**src/rtl/pulse_sync_detect.sv**
```systemverilog
// Multi-flop synchronizer + edge detector that emits a stretched OUT_W-cycle strobe per edge.
// Define PULSE_SYNC_BOTH_EDGES_EN to detect falling as well as rising input transitions.
`timescale 1ns/1ps
module pulse_sync_detect #(
  parameter int unsigned SYNC_STAGES = 2,
  parameter int unsigned OUT_W       = 1,
  parameter int unsigned CNT_W       = 8
) (
  input  logic             clk,
  input  logic             rst_n,
  input  logic             pulse,
  output logic             out,
  output logic             busy,
  output logic [CNT_W-1:0] event_cnt
);

  logic [SYNC_STAGES-1:0] sync;
  logic                   prev;
  logic                   s;
  logic                   detect;
  logic [7:0]             width_cnt;

  assign s = sync[SYNC_STAGES-1];

`ifdef PULSE_SYNC_BOTH_EDGES_EN
  assign detect = s ^ prev;
`else
  assign detect = s & ~prev;
`endif

  always_ff @(posedge clk or negedge rst_n) begin
    if (!rst_n) begin
      sync <= '0;
      prev <= 1'b0;
    end else begin
      sync <= {sync[SYNC_STAGES-2:0], pulse};
      prev <= s;
    end
  end

  // A detect while out is already high reloads the width, so back-to-back strobes merge.
  always_ff @(posedge clk or negedge rst_n) begin
    if (!rst_n) begin
      out       <= 1'b0;
      width_cnt <= '0;
      event_cnt <= '0;
    end else if (detect) begin
      out       <= 1'b1;
      width_cnt <= 8'(OUT_W - 1);
      event_cnt <= event_cnt + CNT_W'(1);
    end else if (out) begin
      if (width_cnt != '0) begin
        width_cnt <= width_cnt - 8'd1;
      end else begin
        out <= 1'b0;
      end
    end
  end

  assign busy = out;

endmodule

```
**config.mk**
```make
export PLATFORM = sky130hd
export DESIGN_NAME = pulse_sync_detect
export DESIGN_NICKNAME = d
export VERILOG_FILES = /design/src/rtl/pulse_sync_detect.sv
export SDC_FILE = /design/constraint.sdc
export NUM_CORES = 1
export LEC_CHECK = 0
export ABC_AREA = 0
export CAP_MARGIN = 20
export CELL_PAD_IN_SITES_DETAIL_PLACEMENT = 1
export CELL_PAD_IN_SITES_GLOBAL_PLACEMENT = 2
export CORE_MARGIN = 8
export CORE_UTILIZATION = 42
export CTS_CLUSTER_DIAMETER = 200
export DETAILED_ROUTE_END_ITERATION = 10
export DONT_BUFFER_PORTS = 1
export GPL_TIMING_DRIVEN = 0
export PLACE_DENSITY = 0.82
export SLEW_MARGIN = 20
export SYNTH_ARGS = -nofsm -noshare
export SYNTH_HDL_FRONTEND = slang
export SYNTH_SLANG_ARGS = --single-unit
```
**constraint.sdc**
```tcl
create_clock -name clk -period 2.6 [get_ports clk]
set_input_delay 0.39 -clock clk [delete_from_list [all_inputs] [get_ports clk]]
set_output_delay 0.39 -clock clk [all_outputs]
set_load 0.05 [all_outputs]
```
==> out/results.ini <==
[floorplanning]
design.core.area_um2=1980
die_h_um=62.1
die_w_um=62.1
start_util=0.449
row_count=16
dieArea_um2=3850
ioPinCount=13

[job]
drv_cap=0

[clocking]
cts_resized=0
clock_latency_ns=0.29
clock_path_buffers=2
cts.clk_slew.worst_paths_ns=0.10
tritoncts=done
cts.sinks=20
numCtsBuffers=3
root_buffer=clkbuf_4
htreeDepth=1

[grt]
grt_pass1_vias=641
gr-total-overflow=0
grt_max_degree=21
grtUsageTotal=0.0999
grt_pass1_wl_um=2830
antenna_found_initial=0

[timing]
fin_crit_sh=0.732
hold_viol_final=0
setup_viol=0
fin_skew_ns=0.0112
fmax_ghz=0.525
min_period_ns=1.90
drv_slew=0
max_slew.worst_pin.slew_ns=0.900
slew_headroom=0.398
rsz0062_at_grt=false
setup_tns_ns=0
setup_slack_ns=0.696

[critical_path]
timing.rr.start=width_cnt[5]
startpoint_type=flop
slowest_delay_ns=0.56
worstPathMaxFanout=5
path_class=reg -> reg
critical_path.endpoint_type=flop
startpoint=width_cnt[5]
worstPathArrival_ns=2.08
crit_required_ns=2.78
path_cells=nor3_1 > a31oi_1 > nand4_1 > mux2_2
slowest_stage=nor3_1

[logic_synthesis]
synth_xor_area_frac=0.0983
ys.warnings.count=0
synth_top_area_cell=dfrtp_1
synthAdderAreaFrac=0.0281
synth_top_family_by_area=simple AND/OR/NAND/NOR gates
syn_area_per_cell_um2=11.3
ys_seq_elements=20
synth_compound_area_frac=0.0674
synth_cells=79
yosys.area_share.simple=0.178
netlist.area_leader.share=0.562
synth.distinct_cells=28
syn_area_um2=891
synth.area.top_cells=dfrtp_1 56%, xnor2_1 7.9%, nor2_1 2.9%, ha_1 2.8%, mux2_2 2.5%
ys_seq_area_frac=0.562
muxShareOfSynthArea=0.0365
syn_nets=84

[place]
portBuffers=0
dp_hpwl_um=1230
globalplace.congestion=0.771
place_ws_ns=0.714
dp.cells=106

[layout]
drive_gt1_frac=0.108
multi_input_area_um2=364
area_growth_pct=7.44
layout.nets=90
post_layout_nonfiller_instances=110
fin_util=0.483
n_antenna_cell=0
nFillCells=204
seqCellArea_um2=500

[drt]
first_iter_violations=8
antenna_left=0
routed_wl_um=1640
vias_per_cell=5.34
wl_per_cell_um=14.9
vias=587
drc_errors=0
firstDrtPassIters=2

[power_and_ir_drop]
power_density_nw_per_um2=824
vdd.ir_drop.worst_mv=0.419
finalPower_mw=0.789
leakagePower_nw=0.429

[min_path]
hold_class=in -> reg
min_from=pulse

[run_status]
status=finished clean

==> synth_stat cells <==
master     instances
nand2_1            5
a31oi_1            2
ha_1               2
clkbuf_1           2
nor2_1             7
nand3_1            2
or2_2              1
dfrtp_1           20
or3_1              1
mux2i_1            1
mux2_2             2
o31ai_1            2
and4_1             1
nor4_1             1
xor2_1             2
a2111oi_2          1
inv_1              3
nand2b_1           1
or4_1              1
a211oi_1           1
and3_1             2
a21oi_1            2
buf_4              1
nand4_1            1
nor2b_1            3
xnor2_1            8
nor3_1             3
or4b_2             1
==> cells by family (layout without fill, tap and decap cells) <==
| family | count (synthesis) | after routing |
|---|---|---|
| buffers and inverters | 6 | 10 |
| and+or+nand+nor | 30 | 30 |
| muxes | 3 | 3 |
| xor gates and xnor gates | 10 | 10 |
| AOI/OAI and AO/OA | 8 | 8 |
| adders and majority gates | 2 | 2 |
| DFF | 20 | 20 |
==> state kept, by name, indices dropped and copies added (netlist names) <==
name and flops:
busy 1, event_cnt 8, prev 1, sync 2
width_cnt 8
==> per-stage QoR <==
stage,hold WS [ns],instance area (µm²)
3_5_place_dp,0.0951,925
4_1_cts,0.108,957
5_1_grt,0.0912,957
2_1_floorplan,0.0944,891
6_report,0.122,957
3_3_place_gp,0.0950,925
==> cell usage in the layout, fill, tap and decap left out <==
master / instances
nor2_1: 7
a2111oi_2: 1
clkbuf_4: 3
nand4_1: 1
mux2_2: 2
or4_1: 1
nand3_1: 2
dlygate4sd3_1: 1
and4_1: 1
xnor2_1: 8
and3_1: 2
a211oi_1: 1
nor2b_1: 3
nor4_1: 1
a21oi_1: 2
dfrtp_1: 20
ha_1: 2
o31ai_1: 2
nor3_1: 3
xor2_1: 2
clkbuf_1: 2
nand2_1: 5
or3_1: 1
inv_1: 3
a31oi_1: 2
or2_2: 1
buf_4: 1
mux2i_1: 1
or4b_2: 1
nand2b_1: 1
==> power breakdown <==
group / leakage (nW) / total (mW) / switching [mW] / internal [mW]
combinational: 0.154 / 0.0801 / 0.0380 / 0.0421
sequential: 0.262 / 0.566 / 0.213 / 0.353
clock: 0.0138 / 0.143 / 0.0889 / 0.0538
==> layer usage <==
metal	track usage	routed length, µm	vias to the layer above
met5	0	0	-
met4	0.0390	7	0
met3	0.0309	69	2
met2	0.170	802	7
met1	0.114	760	295
li1	-	-	283
==> cell type report <==
cell class | count | share of cell area
Sequential cell | 20 | 0.523
Multi-Input combinational cell | 53 | 0.380
Tap cell | 27 | 0.0353
Clock buffer | 3 | 0.0235
Buffer | 3 | 0.0157
Inverter | 3 | 0.0118
Timing Repair Buffer | 1 | 0.0105
==> what timing repair did <==
item | 4_1_cts | 5_1_grt
hold endpoints to repair | 20 | 0
buffers inserted | 0 | 0
hold buffers | 1 | 0
==> worst paths after layout <==
path                                end  slack (ns)  depth (start not counted)
min reg2reg                     sync[1]        0.36                          0
min                             sync[0]        0.12                          0
max reg2reg                width_cnt[5]        0.70                          4
max in group asynchronous  width_cnt[6]        1.38                          1
min in group asynchronous  width_cnt[0]        0.65                          1
max                        width_cnt[5]        0.70                          4
==> critical path, delay by kind of cell (launching register included) <==
| kind | cells | cell delay (ns) |
|---|---|---|
| flip-flops | 1 | 0.42 |
| AND/OR/NAND/NOR | 2 | 0.74 |
| multiplexers | 1 | 0.34 |
| AO/OA/AOI/OAI | 1 | 0.30 |
Note: power is estimated with default switching activity, not from simulation.
